===== src/rtl/alu_arbiter_pkg.sv =====
`default_nettype none
// ============================================================================
//  Module   : alu_arbiter_pkg
//  Brief    : Shared widths, opcodes and types for the shared-ALU arbiter
//  Revision : 1.0  initial release
// ============================================================================

`ifndef DATA_WIDTH
`define DATA_WIDTH 32
`endif
`ifndef OP_ADD
`define OP_ADD 4'd0
`endif
`ifndef OP_SUB
`define OP_SUB 4'd1
`endif
`ifndef OP_MUL
`define OP_MUL 4'd2
`endif
`ifndef OP_CMP
`define OP_CMP 4'd3
`endif
`ifndef ALU_ARB_LATENCY
`define ALU_ARB_LATENCY 2
`endif

package alu_arbiter_pkg;

    localparam int DATA_WIDTH      = `DATA_WIDTH;
    localparam int OPCODE_W        = 4;
    // Cycles from the accept edge to the response strobe.
    localparam int ALU_ARB_LATENCY = `ALU_ARB_LATENCY;

    typedef logic [DATA_WIDTH-1:0] data_t;
    typedef logic [OPCODE_W-1:0]   opcode_t;

    typedef enum logic [OPCODE_W-1:0] {
        ALU_ADD = `OP_ADD,
        ALU_SUB = `OP_SUB,
        ALU_MUL = `OP_MUL,
        ALU_CMP = `OP_CMP
    } alu_op_e;

endpackage

`default_nettype wire


===== src/rtl/alu_arbiter_alu.sv =====
`default_nettype none
// ============================================================================
//  Module   : alu_arbiter_alu
//  Brief    : Combinational unsigned ALU shared by all arbiter requesters.
//             ADD/SUB wrap, MUL keeps the low bits, CMP only drives the flag.
//  Revision : 1.0  initial release
// ============================================================================

module alu_arbiter_alu
    import alu_arbiter_pkg::*;
(
    input  logic [OPCODE_W-1:0]   i_opcode,
    input  logic [DATA_WIDTH-1:0] i_operand_a,
    input  logic [DATA_WIDTH-1:0] i_operand_b,
    output logic [DATA_WIDTH-1:0] o_result,
    output logic                  o_cmp_flag
);

    // Opcode decode; unknown opcodes fall through to result 0, flag 0.
    always_comb begin
        o_result   = '0;
        o_cmp_flag = 1'b0;
        case (i_opcode)
            ALU_ADD: o_result   = i_operand_a + i_operand_b;
            ALU_SUB: o_result   = i_operand_a - i_operand_b;
            ALU_MUL: o_result   = i_operand_a * i_operand_b;
            ALU_CMP: o_cmp_flag = (i_operand_a < i_operand_b);
            default: ;
        endcase
    end

endmodule

`default_nettype wire


===== src/rtl/alu_arbiter.sv =====
`default_nettype none
// ============================================================================
//  Module   : alu_arbiter
//  Brief    : Round-robin arbiter sharing one ALU among NUM_REQ requesters.
//             Valid/ready request side, two register stages, fixed-latency
//             tagged response. A requester may have only one op in flight.
//  Revision : 1.0  initial release
// ============================================================================

module alu_arbiter
    import alu_arbiter_pkg::*;
#(
    parameter int NUM_REQ  = 4,
    parameter int REQ_ID_W = 2
) (
    input  logic                          clk,
    input  logic                          reset,
    input  logic [NUM_REQ-1:0]            req_valid,
    input  logic [OPCODE_W*NUM_REQ-1:0]   req_opcode,
    input  logic [DATA_WIDTH*NUM_REQ-1:0] req_a,
    input  logic [DATA_WIDTH*NUM_REQ-1:0] req_b,
    output logic [NUM_REQ-1:0]            req_ready,
    output logic                          resp_valid,
    output logic [REQ_ID_W-1:0]           resp_id,
    output logic [DATA_WIDTH-1:0]         resp_result,
    output logic                          resp_cmp,
    output logic                          busy
);

    // Contents of the first pipeline stage: who asked and what to compute.
    typedef struct packed {
        logic [REQ_ID_W-1:0] id;
        opcode_t             opcode;
        data_t               a;
        data_t               b;
    } s1_t;

    logic [NUM_REQ-1:0]  eligible;
    logic [NUM_REQ-1:0]  grant;
    logic [REQ_ID_W-1:0] grant_id;
    logic                grant_found;
    logic                accept;
    logic [REQ_ID_W:0]   cand;

    opcode_t             sel_opcode;
    data_t               sel_a;
    data_t               sel_b;

    logic [NUM_REQ-1:0]  set_mask;
    logic [NUM_REQ-1:0]  clr_mask;

    logic [NUM_REQ-1:0]  pending_q,     pending_d;
    logic [REQ_ID_W-1:0] rr_ptr_q,      rr_ptr_d;
    logic                s1_valid_q,    s1_valid_d;
    s1_t                 s1_q,          s1_d;
    logic                resp_valid_q,  resp_valid_d;
    logic [REQ_ID_W-1:0] resp_id_q,     resp_id_d;
    data_t               resp_result_q, resp_result_d;
    logic                resp_cmp_q,    resp_cmp_d;

    data_t               alu_result;
    logic                alu_cmp;

    // A requester with an op in flight is not eligible until its response.
    assign eligible = req_valid & ~pending_q;

    // Round-robin pick: first eligible index starting at rr_ptr, with wrap.
    always_comb begin
        grant       = '0;
        grant_id    = '0;
        grant_found = 1'b0;
        cand        = '0;
        for (int k = 0; k < NUM_REQ; k++) begin
            cand = {1'b0, rr_ptr_q} + (REQ_ID_W+1)'(k);
            if (cand >= (REQ_ID_W+1)'(NUM_REQ)) begin
                cand = cand - (REQ_ID_W+1)'(NUM_REQ);
            end
            if (!grant_found && eligible[cand[REQ_ID_W-1:0]]) begin
                grant_found                  = 1'b1;
                grant_id                     = cand[REQ_ID_W-1:0];
                grant[cand[REQ_ID_W-1:0]]    = 1'b1;
            end
        end
    end

    // Ready is suppressed while reset is held so nothing looks accepted.
    assign req_ready = grant & {NUM_REQ{~reset}};
    assign accept    = grant_found & ~reset;

    // Route the granted requester's opcode and operands to stage 1.
    always_comb begin
        sel_opcode = '0;
        sel_a      = '0;
        sel_b      = '0;
        for (int i = 0; i < NUM_REQ; i++) begin
            if (grant[i]) begin
                sel_opcode = req_opcode[OPCODE_W*i +: OPCODE_W];
                sel_a      = req_a[DATA_WIDTH*i +: DATA_WIDTH];
                sel_b      = req_b[DATA_WIDTH*i +: DATA_WIDTH];
            end
        end
    end

    // The single shared ALU evaluates whatever sits in stage 1.
    alu_arbiter_alu u_alu (
        .i_opcode    (s1_q.opcode),
        .i_operand_a (s1_q.a),
        .i_operand_b (s1_q.b),
        .o_result    (alu_result),
        .o_cmp_flag  (alu_cmp)
    );

    // Pending set on accept, cleared at the end of the owner's response cycle.
    always_comb begin
        set_mask = accept ? grant : '0;
        clr_mask = '0;
        for (int i = 0; i < NUM_REQ; i++) begin
            clr_mask[i] = resp_valid_q && (resp_id_q == REQ_ID_W'(i));
        end
        pending_d = (pending_q & ~clr_mask) | set_mask;
    end

    // Pointer moves past the winner; it holds on idle cycles.
    always_comb begin
        rr_ptr_d = rr_ptr_q;
        if (accept) begin
            if (grant_id == REQ_ID_W'(NUM_REQ - 1)) begin
                rr_ptr_d = '0;
            end else begin
                rr_ptr_d = grant_id + REQ_ID_W'(1);
            end
        end
    end

    // Stage 1 captures the accepted request; stage 2 captures the ALU output.
    always_comb begin
        s1_valid_d    = accept;
        s1_d          = s1_q;
        resp_valid_d  = s1_valid_q;
        resp_id_d     = resp_id_q;
        resp_result_d = resp_result_q;
        resp_cmp_d    = resp_cmp_q;
        if (accept) begin
            s1_d.id     = grant_id;
            s1_d.opcode = sel_opcode;
            s1_d.a      = sel_a;
            s1_d.b      = sel_b;
        end
        if (s1_valid_q) begin
            resp_id_d     = s1_q.id;
            resp_result_d = alu_result;
            resp_cmp_d    = alu_cmp;
        end
    end

    // All state registers; reset drops any in-flight work outright.
    always_ff @(posedge clk or posedge reset) begin
        if (reset) begin
            pending_q     <= '0;
            rr_ptr_q      <= '0;
            s1_valid_q    <= 1'b0;
            s1_q          <= '0;
            resp_valid_q  <= 1'b0;
            resp_id_q     <= '0;
            resp_result_q <= '0;
            resp_cmp_q    <= 1'b0;
        end else begin
            pending_q     <= pending_d;
            rr_ptr_q      <= rr_ptr_d;
            s1_valid_q    <= s1_valid_d;
            s1_q          <= s1_d;
            resp_valid_q  <= resp_valid_d;
            resp_id_q     <= resp_id_d;
            resp_result_q <= resp_result_d;
            resp_cmp_q    <= resp_cmp_d;
        end
    end

    assign resp_valid  = resp_valid_q;
    assign resp_id     = resp_id_q;
    assign resp_result = resp_result_q;
    assign resp_cmp    = resp_cmp_q;
    assign busy        = (|pending_q) | s1_valid_q | resp_valid_q;

endmodule

`default_nettype wire

===== config.mk =====
export PLATFORM = sky130hd
export DESIGN_NAME = alu_arbiter
export DESIGN_NICKNAME = d
export VERILOG_FILES = /design/src/rtl/alu_arbiter_pkg.sv /design/src/rtl/alu_arbiter_alu.sv /design/src/rtl/alu_arbiter.sv
export SDC_FILE = /design/constraint.sdc
export NUM_CORES = 2
export LEC_CHECK = 0
export ABC_AREA = 0
export CORE_MARGIN = 2
export CORE_UTILIZATION = 53
export CTS_CLUSTER_SIZE = 30
export DETAILED_ROUTE_END_ITERATION = 10
export PLACE_DENSITY = 0.8
export SETUP_SLACK_MARGIN = 0.4
export SLEW_MARGIN = 5
export SYNTH_ARGS = -nofsm -noshare
export SYNTH_HDL_FRONTEND = slang
export SYNTH_HIERARCHICAL = 1
export SYNTH_SLANG_ARGS = --single-unit

===== constraint.sdc =====
create_clock -name clk -period 6.9 [get_ports clk]
set_input_delay 1.035 -clock clk [delete_from_list [all_inputs] [get_ports clk]]
set_output_delay 1.035 -clock clk [all_outputs]
set_load 0.02 [all_outputs]

==> impl_metrics.toml <==
[outcome]
outcome = "finished, violations left"
violations = "negative setup slack"

[global_route]
grt_pass1_wl_mm = 148
grt_start_max_net_pins = 70
number_of_global_route_vias_before_repair = 25194
grt_usage_pct = 39.9
global_route_layer_with_the_greatest_usage = "met2"
globalRouteMet3Util_pct = 8.20
grt_antenna_before_repair = 8
grt_util_met1_pct = 48.7
groute.layer.met2.usage_pct = 64.4
grt-ovfl-total = 0

[worst_setup_path]
critPathCaptureType = "flip-flop"
timing.critical_path.mode_cell = "sky130_fd_sc_hd__fa_1"
worst-endpoint-required_ns = 7.23
path_max_fanout = 4
worst_setup_path_start_kind = "flip-flop"
worst_path_largest_cell_delay_ns = 0.59
timing_worst_setup_path_type = "flip-flop to flip-flop"
critical_path_arrival_ns = 7.55
crit_path_top_delay_cell = "sky130_fd_sc_hd__fa_1"
reg2reg_depth = 29

[logic_synthesis]
synthFlopType = "sky130_fd_sc_hd__dfrtp_1"
asyncSetResetFlopFracSynth_pct = 100
synth.cells.most_frequent = "sky130_fd_sc_hd__inv_1, sky130_fd_sc_hd__fa_1, sky130_fd_sc_hd__and2_1, sky130_fd_sc_hd__nand2_1, sky130_fd_sc_hd__ha_1"
netlist_area_before_placement_um2 = 25400
number_of_standard_cells_after_synthesis = 2828
synth_largest_type_area_fraction_pct = 32.3
synth.largest_area_cell = "sky130_fd_sc_hd__fa_1"
netlist-cell-type-count = 82
synth_nets = 3709
synth-seq-cells = 113
synth.most_common_cell = "sky130_fd_sc_hd__inv_1"
synth_top_cells_by_area = "sky130_fd_sc_hd__fa_1, sky130_fd_sc_hd__dfrtp_1, sky130_fd_sc_hd__ha_1, sky130_fd_sc_hd__and2_1, sky130_fd_sc_hd__inv_1"
yosysWarnings = 6
synth_enable_flop_cells = 0
average_cell_area_after_synthesis_um2 = 8.97
synth.yosys.seq_area_share_pct = 11.1

[placement]
place_inst = 3850
place.port_buffers = 318
globalplace.congestion = 1.02
hpwl_mm = 80.7
instance_area_at_placement_um2 = 31000

[floorplan]
floorplan.die_area_um2 = 49600
initial_utilization_pct = 53.4
horiz_die_dim_um = 223
core_um2 = 47500
placement_rows = 80
die_h_um = 223
floorplan.io_pins = 319

[finish]
area_growth_pct = 28.3
fraction_of_layout_cells_with_a_size_suffix_above_1_pct = 15.1
finalCoreUtilization_pct = 68.5
finalNetCount = 4171
fillCellCount = 3603
final_cell_area_excluding_filler_cells_um2 = 32500
final_cells = 3926

[clock_tree]
clock_tree.htree_level_count = 4
clockRootBuffer = "sky130_fd_sc_hd__clkbuf_16"
worst_skew_pair.late_latency_ns = 0.45
clk_pin_slew_ns = 0.06
cts_made_buffers = 17
clockBufferDepth = 2
cts_num_sinks = 113
tritoncts_clock_tree = "yes"

[sta]
setup-violations-final = 14
worst_slew_pin_slew_ns = 0.971
final.min_clock_period_ns = 7.22
timing.final.crit_share_pct = 105
clock_skew_ns = 0.0139
report.final.hold_viol_count = 0
max_freq_mhz = 139
fin_worst_hold_slack_ns = 0.483
maxSlewHeadroom_pct = 34.4
setup_repair_after_global_routing_missed_its_margin = "true"
setup_ws_ns = -0.317
report.final.slew_viol_count = 0

[detailed_routing]
routed_wirelength_normalized_by_instance_count_um = 25.0
ant_nets = 0
num_vias = 23720
drt-initial-drc-count = 2329
detail_route.first_pass.iterations = 6
viasPerCell = 6.04
route.detailed.drc = 0
drt_wl_total_mm = 98.1

[hold_path]
hold_path.class = "flip-flop to flip-flop"
hold_depth = 2

[flow_run]
timing.max_cap.violations = 0
critical path: cells and delay by family, from the launching register on:
kind | cells | cell delay (ns)
AO/OA/AOI/OAI | 7 | 1.20
XOR/XNOR | 1 | 0.13
adder cells (fa/ha/maj) | 9 | 3.94
buffers and inverters | 9 | 0.94
flip-flops | 1 | 0.43
multiplexers | 1 | 0.26
AND/OR/NAND/NOR | 2 | 0.20
layer usage:
layer,vias up,part of all wire (%)
met5,-,0
li1,10130,-
met4,0,7.8
met3,361,9.1
met2,1429,46
met1,11800,37
path summary, 6_finish.rpt:
kind	end	slack, ns	start
worst max register to register	resp_result[19]$_DFFE_PP0P_	-0.32	s1_q[3]$_DFFE_PP0P_
worst max-delay path	resp_result[19]$_DFFE_PP0P_	-0.32	s1_q[3]$_DFFE_PP0P_
worst min-delay path	s1_q[68]$_DFFE_PP0P_	0.48	s1_q[68]$_DFFE_PP0P_
worst min register to register	s1_q[68]$_DFFE_PP0P_	0.48	s1_q[68]$_DFFE_PP0P_
max in group asynchronous	s1_q[12]$_DFFE_PP0P_	4.23	reset
min in group asynchronous	s1_q[69]$_DFFE_PP0P_	1.37	reset
registers in the layout, summed over array words and instances (netlist names), named ones only:
register	count
pending_q	4
resp_cmp	1
resp_id	2
resp_result	32
resp_valid	1
resp_valid_d	1
rr_ptr_q	1
s1_q	70
cell type report:
cell class	count	area (um2)	share of cell area, %
Clock inverter	12	206	0.634
Tap cell	615	769	2.36
Inverter	452	1700	5.23
Sequential cell	113	2850	8.74
Antenna cell	9	22.5	0.0692
Multi-Input combinational cell	2095	20700	63.6
Timing Repair Buffer	611	5870	18.0
Clock buffer	19	443	1.36
cells by family after synthesis:
kind of cell,Yosys count,synth area share [%]
flops,113,11.1
buf+inv,620,9.36
xor+xnor,112,3.87
compound gates,516,14.2
mux,107,4.39
fa+ha+maj,603,41.9
simple gates,757,15.2
metrics by stage:
stage,TNS [ns],worst slack [ns]
detailed placement,-3.41,-0.494
global route,-5.22,-0.549
floorplan,-0.118,-0.118
CTS,-1.91,-0.257
global placement,-2.13,-0.338
finish,-2.58,-0.317
cells in the final DEF, fill, tap and decap left out, types with 84 or more instances in the layout:
master and count:
sky130_fd_sc_hd__inv_1 438, sky130_fd_sc_hd__nand2_1 267, sky130_fd_sc_hd__clkdlybuf4s50_1 318, sky130_fd_sc_hd__fa_1 401, sky130_fd_sc_hd__nor2_1 92, sky130_fd_sc_hd__ha_1 178, sky130_fd_sc_hd__buf_4 237, sky130_fd_sc_hd__xnor2_1 84
sky130_fd_sc_hd__dfrtp_1 99, sky130_fd_sc_hd__o21ai_0 101, sky130_fd_sc_hd__o22ai_1 92, sky130_fd_sc_hd__and2_1 272
timing repair:
action	in CTS	in global routing
endpoints found under the setup margin	16	18
buffers inserted	29	6
gates resized for setup	100	36
cloned	1	0
pin swaps	68	31
hold buffers	0	0
Power is left out: the tool's default activity adds up to more than one toggle a clock period on the data nets, which glitch-free logic cannot reach.
